--- src/rtl/sar_pkg.sv ---
// sar_pkg
// Shared types and limits for the successive-approximation search controller.
//   sar_state_t     : controller state encoding (IDLE, TEST, WAIT, DONE)
//   SAR_MAX_CMP_LAT : largest supported comparator latency, in wait cycles per bit
//   sar_wcnt_width  : width of the per-bit wait counter for a given latency
package sar_pkg;

    typedef enum logic [1:0] {
        IDLE = 2'd0,
        TEST = 2'd1,
        WAIT = 2'd2,
        DONE = 2'd3
    } sar_state_t;

    localparam int SAR_MAX_CMP_LAT = 3;

    // ceil(log2(lat+1)), never narrower than one bit so the counter always exists.
    function automatic int sar_wcnt_width(input int lat);
        int w;
        w = $clog2(lat + 1);
        return (w < 1) ? 1 : w;
    endfunction

endpackage

--- src/rtl/sar_search.sv ---
// sar_search
// Successive-approximation controller. Steers the B operand of an external
// magnitude comparator (A = unknown target) and rebuilds the target MSB first
// from the comparator's single "target < trial" flag, one bit per slot.
//
// Parameters
//   WIDTH   : width of target, trial word and result
//   CMP_LAT : extra wait cycles per bit before lt_in is trusted (0..3)
// Ports
//   clk     in  : clock, rising edge
//   rst_n   in  : asynchronous active-low reset, released synchronously
//   start   in  : search request, only honoured in IDLE
//   lt_in   in  : comparator flag, 1 when target < trial; used in TEST only
//   trial   out : registered candidate driven to the comparator B input
//   busy    out : search in progress (TEST/WAIT)
//   done    out : one-cycle pulse, result valid
//   result  out : registered final value, held until the next search ends
//
// state | meaning
// IDLE  | waiting for start; result holds the last answer
// WAIT  | trial is stable, letting a registered comparator settle
// TEST  | lt_in sampled on this edge; current bit resolved, next bit tried
// DONE  | result valid, done pulsed for this single cycle
module sar_search
    import sar_pkg::*;
#(
    parameter int WIDTH   = 4,
    parameter int CMP_LAT = 0
) (
    input  logic             clk,
    input  logic             rst_n,
    input  logic             start,
    input  logic             lt_in,
    output logic [WIDTH-1:0] trial,
    output logic             busy,
    output logic             done,
    output logic [WIDTH-1:0] result
);

    localparam int WCW = sar_wcnt_width(CMP_LAT);
    localparam int IW  = (WIDTH > 1) ? $clog2(WIDTH) : 1;

    localparam logic [IW-1:0]  IDX_TOP  = IW'(WIDTH - 1);
    localparam logic [WCW-1:0] WCNT_END = WCW'(CMP_LAT - 1);

    generate
        if (CMP_LAT < 0 || CMP_LAT > SAR_MAX_CMP_LAT) begin : g_bad_lat
            $error("sar_search: CMP_LAT out of supported range");
        end
        if (WIDTH < 1) begin : g_bad_width
            $error("sar_search: WIDTH must be at least 1");
        end
    endgenerate

    sar_state_t       state, state_n;
    logic [WIDTH-1:0] trial_n;
    logic [WIDTH-1:0] result_n;
    logic [IW-1:0]    idx, idx_n;
    logic [WCW-1:0]   wcnt, wcnt_n;

    always_ff @(posedge clk or negedge rst_n) begin
        if (!rst_n) begin
            state  <= IDLE;
            trial  <= '0;
            result <= '0;
            idx    <= IDX_TOP;
            wcnt   <= '0;
        end else begin
            state  <= state_n;
            trial  <= trial_n;
            result <= result_n;
            idx    <= idx_n;
            wcnt   <= wcnt_n;
        end
    end

    always_comb begin
        state_n  = state;
        trial_n  = trial;
        result_n = result;
        idx_n    = idx;
        wcnt_n   = wcnt;

        unique case (state)
            IDLE: begin
                if (start) begin
                    trial_n            = '0;
                    trial_n[WIDTH-1]   = 1'b1;
                    idx_n              = IDX_TOP;
                    wcnt_n             = '0;
                    if (CMP_LAT == 0) begin
                        state_n = TEST;
                    end else begin
                        state_n = WAIT;
                    end
                end
            end

            WAIT: begin
                wcnt_n = wcnt + 1'b1;
                if (wcnt == WCNT_END) begin
                    state_n = TEST;
                end
            end

            TEST: begin
                // Target below trial means the bit under test overshoots.
                if (lt_in) begin
                    trial_n[idx] = 1'b0;
                end
                if (idx != '0) begin
                    trial_n[idx - 1'b1] = 1'b1;
                    idx_n               = idx - 1'b1;
                    wcnt_n              = '0;
                    if (CMP_LAT == 0) begin
                        state_n = TEST;
                    end else begin
                        state_n = WAIT;
                    end
                end else begin
                    // Last bit resolved: trial_n already holds the answer.
                    result_n = trial_n;
                    state_n  = DONE;
                end
            end

            DONE: begin
                state_n = IDLE;
            end

            default: begin
                state_n = IDLE;
            end
        endcase
    end

    // Decoded straight from the state register, so both are glitch-free and
    // busy drops in exactly the cycle done rises.
    assign busy = (state == TEST) || (state == WAIT);
    assign done = (state == DONE);

endmodule

--- config.mk ---
export PLATFORM = sky130hd
export DESIGN_NAME = sar_search
export DESIGN_NICKNAME = d
export VERILOG_FILES = /design/src/rtl/sar_pkg.sv /design/src/rtl/sar_search.sv
export SDC_FILE = /design/constraint.sdc
export NUM_CORES = 1
export LEC_CHECK = 0
export ABC_AREA = 1
export CAP_MARGIN = 20
export CORE_MARGIN = 5
export CORE_UTILIZATION = 33
export DETAILED_ROUTE_END_ITERATION = 8
export SETUP_SLACK_MARGIN = 0.02
export SLEW_MARGIN = 20
export SYNTH_ARGS = -nofsm -noshare
export SYNTH_HDL_FRONTEND = slang
export SYNTH_SLANG_ARGS = --single-unit
--- constraint.sdc ---
create_clock -name clk -period 1.3 [get_ports clk]
set_clock_uncertainty 0.1 [all_clocks]
set_input_delay 0.13 -clock clk [delete_from_list [all_inputs] [get_ports clk]]
set_output_delay 0.13 -clock clk [all_outputs]
set_load 0.005 [all_outputs]
### Word-level counts from Yosys, hierarchy flattened

Cells that the tools add are included.

| word-level totals | value |
|---|---|
| output and inout port bits | 10 |
| input bits | 4 |
| bits in read-only memories | 0 |
| memories kept | 0 |
| bits in writable memories | 0 |
| flip-flop bits (word level) | 13 |
| latch bits | 0 |

| operators by class | value |
|---|---|
| bitwise logic cells | 4 |
| reduce and logical (&&, ||, !) cells | 12 |
| div/mod/pow operators | 0 |
| shifts and indexed selects | 0 |
| equality and inequality tests | 6 |
| magnitude comparators | 4 |
| muxes and demuxes | 19 |
| multipliers | 0 |
| $add $sub $neg | 2 |

Operator list:

| operator | number |
|---|---|
| 4-bit two-way mux | 4 |
| 2-bit two-way mux | 5 |
| 2-bit one-hot mux with 4 select lines | 1 |
| 4-bit one-hot mux with 2 select lines | 1 |
| 2-bit by 3-bit less-than comparator with 1-bit output (second input constant) | 2 |
| 2-bit inequality test (second input constant) | 3 |
| 2-bit AND reduction | 3 |
| 3-bit AND reduction | 2 |
| 4-bit AND | 1 |
| 1-bit demux with 2-bit select | 2 |
| 2-bit == test (second input constant) | 2 |
| 2-bit by 1-bit >= comparator with 1-bit output (second input constant) | 2 |
| 1-bit two-way mux | 4 |
| 4-bit NOT | 1 |
| 4-bit bitwise OR | 1 |
| 2-bit one-hot mux with 2 select lines | 1 |
| 2-bit nonzero test | 2 |
| 1-bit one-hot mux with 3 select lines | 1 |
| 3-bit nonzero test | 1 |
| 2-bit by 1-bit == test with 1-bit output (second input constant) | 1 |
| 1-bit logical AND | 2 |
| 2-bit logical NOT | 1 |
| 2-bit by 1-bit subtractor with 2-bit output (second input constant) | 1 |
| 1-bit adder (second input constant) | 1 |
| other kinds (2) | 2 |

### Depth between registers and ports, before layout

Gate-level depths: netlist of the first run.

| logic depth | value |
|---|---|
| depth after elaboration | 11 |
| depth in mapped cells | 8 |
| gate-level depth less buffers | 8 |

### Worst setup path before layout of the first run

Ideal clock, no wire load.

| path | value |
|---|---|
| path kind | reg2reg |
| start point | register idx[0] |
| end point | register result[0] |
| clock period less this slack | 1.386 ns |
| buffers on the path | 1 |
| arrival time | 1.159 ns |
| required time | 1.073 ns |
| slack | -0.086 ns |
| cell stages (with the launch flop) | 6 |
| path through | dfstp_2 -> inv_1 -> ha_1 -> nand2_1 -> buf_2 -> o21ai_0 |

| between the ends | value |
|---|---|
| word-level cells in the longest chain between the ends | 8 |
| elaborated cells between the ends (all ways) | 12 |
| classes of those cells | 2 x order compare; 4 x mux; 3 x bitwise; 3 x reduce/logical |

Ends and longest elaborated chain:

| what | line | RTL |
|---|---|---|
| start: declaration | sar_search.sv:58 | `logic [IW-1:0] idx, idx_n;` |
| start signal: assignment | sar_search.sv:72 | `idx <= idx_n;` |
| 2-bit by 3-bit less-than comparator with 1-bit output (not written as such) or 2-bit by 1-bit >= comparator with 1-bit output (tied branches) | sar_search.sv:109 | `trial_n[idx] = 1'b0;` |
| 1-bit logical AND (not written as such) | sar_search.sv:109 |  |
| 1-bit two-way mux (not written as such) | sar_search.sv:109 |  |
| 1-bit demux with 2-bit select | sar_search.sv:109 |  |
| 4-bit NOT (no line) | n/a |  |
| 4-bit AND (no line) | n/a |  |
| 4-bit two-way mux | sar_search.sv:108 | `if (lt_in) begin` |
| 4-bit two-way mux | sar_search.sv:84 | `unique case (state)` |
| end signal: assignment | sar_search.sv:71 | `result <= result_n;` |
| end: declaration | sar_search.sv:37 | `output logic [WIDTH-1:0] result` |

Several ways; a longest one is shown, not always the timed one. The select of a mux whose other input is x is not followed.
A chain may end at the register's enable or synchronous reset.

### Worst setup path after layout of the first run

| path | value |
|---|---|
| start point | register state[0] |
| end point | output port busy |

| between the ends | value |
|---|---|
| word-level cells in the longest chain between the ends | 2 |
| elaborated cells between the ends (all ways) | 3 |
| classes of those cells | 2 x eq/ne; 1 x reduce/logical |

Ends and longest elaborated chain:

| what | line | RTL |
|---|---|---|
| start: declaration | sar_search.sv:55 | `sar_state_t state, state_n;` |
| start signal: assignment | sar_search.sv:69 | `state <= state_n;` |
| 2-bit by 1-bit == test with 1-bit output or 2-bit == test (tied branches) | sar_search.sv:139 | `assign busy = (state == TEST) \|\| (state == WAIT);` |
| 1-bit logical OR (*) | sar_search.sv:139 |  |
| end: declaration | sar_search.sv:35 | `output logic busy,` |

Mark *: on every way between the ends. The rest lies on a longest branch, timed or not.

==> results.cfg, run 1 <==
[synthesis]
avgSynthCellArea_um2 = 8.04
synthCells = 90
ys_warn_count = 0
synth_nets = 103
synth_area_um2 = 723
ys_ff_latch = 13
ys_types = 12
seq_area_frac_synth = 0.453

[setup_path]
cp.arrival_ps = 1170
worstPathRequired_ps = 1070
start_kind = flop
path_class = flop to primary output
critPathCaptureType = primary output
cp_max_fo = 2

[clock_network]
clockBufferDepth = 2
cts_sinks = 13
cts_hold_buf = 0
cts_tree = built
clk_latency_ps = 270
cts_buffers = 3
h-tree-depth = 1
cts-root-buf = clkbuf_4
clk_pin_slew_ps = 80

[worst_hold_path]
hold_class = input port to async pin

[floorplanning]
die_y_um = 56.8
initial_utilization = 0.337
num_rows = 17
coreArea_um2 = 2150
die_w_um = 56.8
die_area_um2 = 3230
ios = 14

[global_route]
antenna_found_initial = 0
first_global_vias = 728
grt_pass1_wl_um = 3050
grt_use_total = 0.118
grt_max_degree = 9
gr-total-overflow = 0

[sta]
tns_ps = -312
period_minus_slack_ps = 1400
worst_slack_ps = -97.7
tightest_slew_ps = 361
drv_slew = 0
relSlewSlack = 0.759
finalCritPeriodShare = 1.08
clock.fmax_mhz = 715
setup_viol = 9
hold_violations = 0
rsz0062_at_grt = true

[outcome]
violations = negative setup slack
outcome = finished with violations

[final_layout]
layout.cells.non_filler = 159
final_area_um2 = 1250
syn_to_final_growth_pct = 73.4
num_antenna_cells = 0
register_area_um2 = 328
fin_util = 0.584
nNetsFinal = 145
drive_gt1_frac = 0.489
fillCellCount = 201
multi_input_area_um2 = 490

[placement]
post-place-ws_ps = -108
post-dp-hpwl_um = 1240
place_congestion = 0.884
post-place-cells = 141
post_dp_cell_area_um2 = 978
io_buffer_count = 13

[drt]
wire_per_inst_um = 11.9
vias_per_cell = 4.74
drc_errors = 0
antenna_left = 0
dr.pass1.iters = 4
routed_wl_um = 1890
vias = 753
drtIter0Drc = 18

[pwr]
peakVddDrop_v = 0.00155
p_per_area_nw_per_um2 = 2930
power_leakage_uw = 0.000629

[run]
cap_viol_max_count = 0
[area by class of cell]
type,instances,share of cell area
Multi-Input combinational cell,66,0.391
Timing Repair Buffer,38,0.262
Sequential cell,13,0.261
Inverter,10,0.0359
Tap cell,28,0.0279
Clock buffer,4,0.0210
[synthesized netlist by cell type (all sizes together)]
cell    instances  area [um^2]
dfrtp          11          275
o21ai          10         53.8
a21oi           2         10.0
ha              9          113
nand2          40          150
nand3           3         15.0
inv            10         37.5
dfstp           2         52.6
buf             1         5.00
nor2            1         3.75
nand3b          1         7.51
[stage by stage]
stage / total power (uW) / hold WS, ps
4_1_cts: 3320 / 42.6
3_5_place_dp: 2550 / 340
6_report: 3680 / 24.6
2_1_floorplan: 1730 / -266
5_1_grt: 3980 / 57.2
3_3_place_gp: 2500 / 340
[placed cells by master, fill, tap and decap left out, drive strengths merged]
cell           synthesis  final
clkdlybuf4s50          0      3
inv                   10     10
nand2                 40     40
buf                    1     27
dfrtp                 11     11
dlygate4sd2            0      8
nor2                   1      1
nand3b                 1      1
o21ai                 10     10
nand3                  3      3
dfstp                  2      2
ha                     9      9
clkbuf                 0      4
a21oi                  2      2
[routing by layer]
layer	global-route usage	wire, um	up-vias
met5	0	0	-
met4	0.0497	14	0
met3	0.0276	137	4
met2	0.190	945	26
met1	0.151	793	361
li1	-	-	362
[state kept, by name (all words and copies together) (netlist names)]
signal / cells
trial: 4
wcnt: 1
state: 2
idx: 2
result: 4
[where the power goes]
part,switching (uW),internal [uW]
Clock,139,119
Sequential,110,634
Combinational,1290,1380
[cells by family (layout without fill, tap and decap cells)]
kind of cell / after synthesis / after routing / synth area share
fa+ha+maj: 9 / 9 / 0.156
buf+inv: 11 / 52 / 0.0588
simple gates: 45 / 45 / 0.244
flops: 13 / 13 / 0.453
compound gates: 12 / 12 / 0.0882
[path summary, 6_finish.rpt]
kind	from	end	slack, ps	cells after the start
min in group clk	result[0]	result[0]	400	2
worst min register to register	result[0]	result[0]	400	2
worst max-delay path	state[0]	busy	-100	4
worst min-delay path	rst_n	trial[2]	20	1
worst max register to register	state[1]	trial[0]	-50	7
max in group asynchronous	rst_n	trial[0]	650	2
[timing repair]
item,CTS,global route
setup buffers,10,4
gates resized for setup,45,25
pin swaps,8,9
cloned,0,0
setup endpoints to repair,22,15
[worst max-delay path, cell delays in order, from the launching register on]
cell	delay, ps
dfrtp_1	410
buf_6	140
inv_4	50
ha_4	190
buf_6	110
Power figures use the tool's default switching activity.
==> inputs of run 2 (changes only) <==
Settings changed: PLACE_DENSITY set to 0.58.
==> run 2 against run 1 <==
  * The run still ends with negative setup slack left
  * Cell count is 1.9% higher
  * Total power is 3.2% higher
  * Clock power hardly changed
==> results.cfg, run 2 (synthesis results as in run 1) <==
[drt]
antenna_left = 0
routed-wl-met2_um = 1010
met1_length_um = 791
wire_per_inst_um = 12.3
dr.pass1.iters = 4
vias_per_cell = 4.54
top_layer = met4
wl_met3_um = 126
routed_wl_um = 2000
vias = 736
drc_errors = 0
drtIter0Drc = 6

[sta]
worst_slack_ps = -102
clock.fmax_mhz = 714
tns_ps = -496
setup_viol = 12
hold_violations = 0
drv_slew = 0
tightest_slew_ps = 363
relSlewSlack = 0.757
period_minus_slack_ps = 1400
finalCritPeriodShare = 1.08
rsz0062_at_grt = true

[global_route]
grt_pass1_wl_um = 3120
grt_max_degree = 9
antenna_found_initial = 0
first_global_vias = 763
grt_use_total = 0.124
gr-total-overflow = 0

[setup_path]
cp_max_fo = 2
start_kind = flop
r2r_cells = 9
timing.rr.end = state[1]
path_common_cell = buf_6
reg2reg_slack_ps = -60
cp_cell_sequence = buf_6 -> inv_4 -> ha_4 -> buf_6
path_delay_family = flip-flops
cp.buffers_inverters = 3
timing.rr.start = state[0]
worstPathRequired_ps = 1070
startpoint = state[0]
critPathCaptureType = primary output
crit_path_top_delay_cell = dfrtp_1
critical_path.max_stage_delay_ps = 400
path_class = flop to primary output
cp.arrival_ps = 1170

[clock_network]
cts_sinks = 13
cts_hold_buf = 0
clockBufferDepth = 2
clk_pin_slew_ps = 80
clk_latency_ps = 280
cts_tree = built
cts_buffers = 3
cts-root-buf = clkbuf_4
h-tree-depth = 1

[placement]
post-dp-hpwl_um = 1290
post-place-ws_ps = -121
place_congestion = 0.812
io_buffer_count = 13
post_dp_cell_area_um2 = 1000
post-place-cells = 144

[pwr]
power_leakage_uw = 0.000654
peakVddDrop_v = 0.00181
p_per_area_nw_per_um2 = 2910

[outcome]
violations = negative setup slack
outcome = finished with violations

[final_layout]
multi_input_area_um2 = 518
register_area_um2 = 328
drive_gt1_frac = 0.530
final_cell_mix = 23 x nand2_1, 21 x buf_4, 12 x nand2_2
fin_util = 0.606
layout_commonest_cell = nand2_1
final_area_um2 = 1300
num_antenna_cells = 0
layout.cells.non_filler = 162
fillCellCount = 211
syn_to_final_growth_pct = 80.1
nNetsFinal = 148
top_regs = result (4), trial (4)

[floorplanning]
die_area_um2 = 3230
coreArea_um2 = 2150
die_w_um = 56.8
initial_utilization = 0.337
num_rows = 17
die_y_um = 56.8
ios = 14

[worst_hold_path]
hold_class = input port to async pin

[run]
cap_viol_max_count = 0
run 2: layout make-up:
type                    instances  area share
multi-input cells              66       0.398
repair buffers                 41       0.271
flip-flops and latches         13       0.252
inverters                      10      0.0327
well taps                      28      0.0269
clock buffers                   4      0.0202
run 2: per-stage QoR:
stage | hold slack [ps] | total power [uW]
3_5_place_dp | 333 | 2620
5_1_grt | 23.0 | 4130
3_3_place_gp | 338 | 2570
6_report | 17.4 | 3800
4_1_cts | 21.3 | 3400
2_1_floorplan | -266 | 1730
run 2: how the worst max path moves through the flow:
stage / to / slack, ps / cells past startpoint
global placement: busy / -90 / 3
detailed placement: result[0] / -120 / 5
CTS: busy / -90 / 4
global route: busy / -150 / 4
floorplan: wcnt / 10 / 6
finish: busy / -100 / 4
run 2: where the power goes:
group | switching, uW | total (uW) | internal [uW]
Sequential | 103 | 737 | 634
Combinational | 1350 | 2800 | 1450
Clock | 140 | 260 | 119
run 2: routing by layer:
metal / track usage / up-vias
met5: 0 / -
met4: 0.0662 / 0
met3: 0.0368 / 10
met2: 0.208 / 20
met1: 0.139 / 338
li1: - / 368
run 2: what timing repair did:
| action | in CTS | in global routing |
|---|---|---|
| gates cloned | 0 | 0 |
| hold endpoints to repair | 0 | 0 |
| setup endpoints to repair | 23 | 15 |
| buffers inserted | 11 | 3 |
| pin swaps | 13 | 15 |
| gates resized for setup | 51 | 25 |
==> RTL edit 1, RTL diff (settings of run 2) <==
Change the parameter `CMP_LAT` from 0 to 1. Comments in the files are not updated.
--- a/src/rtl/sar_search.sv
+++ b/src/rtl/sar_search.sv
@@ -27,3 +27,3 @@
     parameter int WIDTH   = 4,
-    parameter int CMP_LAT = 0
+    parameter int CMP_LAT = 1
 ) (
Check against the original RTL: not equivalent (Yosys sat finds a counterexample within 4 cycles, from zero or initial values and one cycle with rst_n low).
==> RTL edit 1 against run 2 <==
The flow still finishes with violations (negative setup slack); via count is 1.5% higher; area after synthesis increased by 6.4%; cell area decreased by 2.5%; largest cell class unchanged; non-clock buffer count down 2; power is 22% lower; setup slack worse by 0.064 ns; worst hold slack improved by 0.43 ns; wire length decreased by 8.0%; clock power shrank 2%; sequential cell count is the same.
==> RTL edit 1: results (changes against run 2) <==
placement:
  dp_hpwl_mm: 1.36  # +5.4%
  gp_congestion: 0.838  # +3.2%
  place_area_um2: 1040  # +3.8%
  pre_cts_ws_ns: -0.152  # -0.0314 ns
  place_inst: 149  # +3.5%
power:
  ir_worst_vdd_v: 0.00135  # -26%
  sw_frac_of_total_pct: 40.1  # -1.8 points
  p_clk_share_pct: 8.6  # +1.8 points
  power_leakage_nw: 0.677  # +3.5%
  pg_comb_mw: 1.97  # -30%
  netSwitchingPower_mw: 1.19  # -25%
  pwr_density_cell_nw_per_um2: 2340  # -20%
final_layout:
  buffers: 39  # -4.9%
  fillers: 218  # +3.3%
  drive_above_1_share_pct: 38.3  # -15 points
  ff_latch_area_um2: 328  # unchanged
  final_cells: 169  # +4.3%
  buffer_area_share_pct: 27.0  # -0.094 points
  clock_area_share_pct: 2.07  # +0.052 points
  inverters: 12  # +2
  diodes: 0  # unchanged
  multi_input_gates: 73  # +11%
  multi_input_area_share_pct: 38.8  # -0.95 points
  finalNetCount: 155  # +4.7%
route:
  first_pass_iters: 2  # -2
  finalWirelength_mm: 1.84  # -8.0%
  num_vias: 747  # +1.5%
  drtIter0Drc: 9  # +3
critical_path:
  critPathMaxFanout: 4  # +2
  cpPeakStageDelay_ns: 0.43  # +0.03 ns
  cp.arrival_ns: 1.24  # +0.07 ns
sta:
  slew_headroom_pct: 82.2  # +6.5 points
  finalWorstSetupSlack_ns: -0.166  # -0.0644 ns
  setup_viol: 15  # +3
  setup_tns_ns: -1.60  # -1.10 ns
die:
  die_area_um2: 3400  # +5.3%
global_route:
  grt_pass1_wl_mm: 3.14  # +0.67%
  grt_max_degree: 10  # +1
  grt_usage_pct: 12.3  # -0.047 points
  grt_pass1_vias: 703  # -7.9%
synthesis:
  syn_nets: 112  # +8.7%
  ys_types: 14  # +2
  netlist_top_cells_area: "dfrtp_1, nand2_1, ha_1"
  synth_commonest_cells: "nand2_1, inv_1, dfrtp_1"
  yosysSeqAreaShare_pct: 42.6  # -2.7 points
  syn_area_per_cell_um2: 7.77  # -3.3%
clocking:
  htreeDepth: 1  # unchanged
  clk_path_buf_depth: 2  # unchanged
status:
  violations: "negative setup slack"
  status: "finished with violations"
min_path:
  min_path_type: "reg2reg"
[RTL edit 1: path summary, 6_finish.rpt]
kind,start,endpoint,slack (ns),depth (start not counted)
min in group asynchronous,rst_n,trial[2],0.51,2
max reg2reg,state[1],wcnt,-0.15,8
min reg2reg,wcnt,wcnt,0.45,2
max,state[1],busy,-0.17,4
min,wcnt,wcnt,0.45,2
max in group asynchronous,rst_n,wcnt,0.19,3
[RTL edit 1: kinds of logic after synthesis]
kind of cell / synth area share, %
AOI/OAI and AO/OA: 6.67
adders and majority gates: 14.6
buffers and inverters: 7.32
DFF: 42.6
and+or+nand+nor: 28.8
[RTL edit 1: metal layers]
metal,vias up,wire [um],GRT usage (%)
li1,392,-,-
met1,335,840,16.1
met2,15,867,18.5
met3,5,74,1.54
met4,0,58,8.94
met5,-,0,0
[RTL edit 1: what timing repair did]
action	in CTS	in global routing
buffers inserted	12	3
hold buffers	1	0
endpoints found under the hold margin	2	0
gates cloned	0	0
pin swaps	10	7
resized for setup	32	11
setup endpoints to repair	23	15
==> RTL edit 2, RTL diff (flow settings as in run 2) <==
Without the edit above. Register the input `start` before use, cleared by the reset. The logic sees it one clock later. The other inputs are not delayed to match.
--- a/src/rtl/sar_search.sv
+++ b/src/rtl/sar_search.sv
@@ -45,2 +45,12 @@
 
+    logic start_q;
+
+    always_ff @(posedge clk or negedge rst_n) begin
+        if (!rst_n) begin
+            start_q <= '0;
+        end else begin
+            start_q <= start;
+        end
+    end
+
     generate
@@ -85,3 +95,3 @@
             IDLE: begin
-                if (start) begin
+                if (start_q) begin
                     trial_n            = '0;
Check against the original RTL: not equivalent (Yosys sat finds a counterexample within 4 cycles, from zero or initial values and one cycle with rst_n low).
==> RTL edit 2 against run 2 <==
Wire length shrank 11%; first-iteration DRC count grew to 2.5 times the old value; cell area grew 0.38%; the flow finishes with violations (negative hold slack, negative setup slack); synthesized cell count grew 2.2%; setup slack gained 0.056 ns; combinational power shrank 8.6%; area after synthesis grew 5.9%; critical path type unchanged; maximum frequency grew 4.1%; sequential share of layout area grew 1.8 points; power shrank 3.8%; sequential power grew 4.6%; sequential cell count grew 1.
==> RTL edit 2: results (changes against run 2) <==
synthesis:
  syn_nets: 105  # +1.9%
  ys_types: 13  # +1
  synth_commonest_cells: "nand2_1, dfrtp_1, inv_1"
  synthFlopType: "dfrtp_1"
  yosysSeqAreaShare_pct: 46.1  # +0.75 points
  async_flop_share_pct: 100  # unchanged
  postSynthCellCount: 92  # +2.2%
  netlist_top_cells_area: "dfrtp_1, nand2_1, ha_1"
route:
  finalWirelength_mm: 1.78  # -11%
  met3_length_um: 121  # -4.0%
  drtIter0Drc: 15  # +9
  vias_per_cell: 4.49  # -1.1%
  wl_met1_um: 745  # -5.8%
  met2WireLength_um: 878  # -13%
  first_pass_iters: 3  # -1
  top_layer: "met4"
critical_path:
  cp.arrival_ns: 1.12  # -0.05 ns
  crit_slowest_cell: "dfrtp_1"
  regToRegSetupSlack_ns: -0.04  # +0.02 ns
  critPathMaxFanout: 2  # unchanged
  crit_family: "flip-flops"
clocking:
  numCtsBuffers: 3  # unchanged
  clock_latency_ns: 0.29
  clk_pin_slew_ns: 0.09
  cts_resized: 30  # -41%
  htreeDepth: 1  # unchanged
  cts_post_setup_buffers_inserted: 8  # -3
  clk_path_buf_depth: 2  # unchanged
global_route:
  grtUsageMet2_pct: 18.4  # -2.4 points
  grt_max_degree: 10  # +1
  use_met3_pct: 2.45  # -1.2 points
  grt_pass1_wl_mm: 2.88  # -7.7%
  antenna_found_initial: 0  # unchanged
  grt_pass1_vias: 661  # -13%
  grt_usage_pct: 11.1  # -1.3 points
  use_met1_pct: 14.0  # +0.15 points
status:
  violations: "negative hold slack, negative setup slack"
  status: "finished with violations"
power:
  power_leakage_nw: 0.654  # about the same
  ir_worst_vdd_v: 0.00169  # -6.5%
final_layout:
  fillers: 207  # -1.9%
  finalNetCount: 144  # -2.7%
  reg_top3: "result (4), trial (4)"
  final_cells: 158  # -2.5%
  drive_above_1_share_pct: 46.9  # -6.1 points
  diodes: 0  # unchanged
placement:
  dp_hpwl_mm: 1.24  # -3.7%
  place_area_um2: 1030  # +2.5%
  gp_congestion: 0.858  # +5.7%
  port_buffers: 13  # unchanged
sta:
  worstMarginPinSlew_ns: 0.327  # -0.0360 ns
  hold_violations: 2  # +2
  finalWorstSetupSlack_ns: -0.0459  # +0.0556 ns
  setup_viol: 8  # -4
  fin_hold_ws_ns: -0.000124  # -0.0175 ns
min_path:
  min_path_type: "in2async"
## RTL edit 2: changes by cell type after synthesis, moves of 2 or more
cell     before  now
o21ai_0       9    4
o21ai_1       0    5
nand2_1      40   36
nand2_2       0    3
inv_1        10   12
nand3_1       3    5
## RTL edit 2: kinds of logic after synthesis
family                     synth area share [%]
AOI/OAI and AO/OA                          7.68
buffers and inverters                      5.88
DFF                                        46.1
and+or+nand+nor                            25.7
adders and majority gates                  14.7
## RTL edit 2: where the power goes
part | internal (mW) | leakage (nW) | switching [mW] | total, mW
clock network | 0.171 | 0.0210 | 0.155 | 0.326
logic | 1.30 | 0.465 | 1.26 | 2.56
registers | 0.658 | 0.168 | 0.113 | 0.771
total | 2.13 | 0.654 | 1.52 | 3.65
## RTL edit 2: per-stage QoR
| stage | worst slack [ns] | hold WS, ns | setup TNS, ns | power (mW) |
|---|---|---|---|---|
| after global routing | -0.123 | 0.0237 | -1.02 | 3.98 |
| after floorplan | 0.00326 | -0.266 | 0 | 1.78 |
| after global placement | -0.0687 | 0.318 | -0.441 | 2.52 |
| after CTS | -0.0751 | 0.00745 | -0.288 | 3.21 |
| after detailed placement | -0.0817 | 0.317 | -0.502 | 2.56 |
| final | -0.0459 | -0.000124 | -0.247 | 3.65 |
## RTL edit 2: final cells by class
cell class	instances	area [um2]	share of cell area, %
multi-input combinational	66	531	40.6
tap	28	35.0	2.68
clock buffer	4	36.3	2.78
timing repair buffer	34	303	23.2
inverter	12	50.0	3.83
sequential	14	353	27.0
## RTL edit 2: worst paths after layout
check	from	cells past startpoint	endpoint
worst max-delay path	state[1]	3	busy
worst max register to register	idx[0]	7	result[3]
max in group asynchronous	rst_n	2	trial[3]
worst min register to register	result[3]	2	result[3]
min in group clk	start	1	start_q
worst min-delay path	rst_n	1	trial[2]
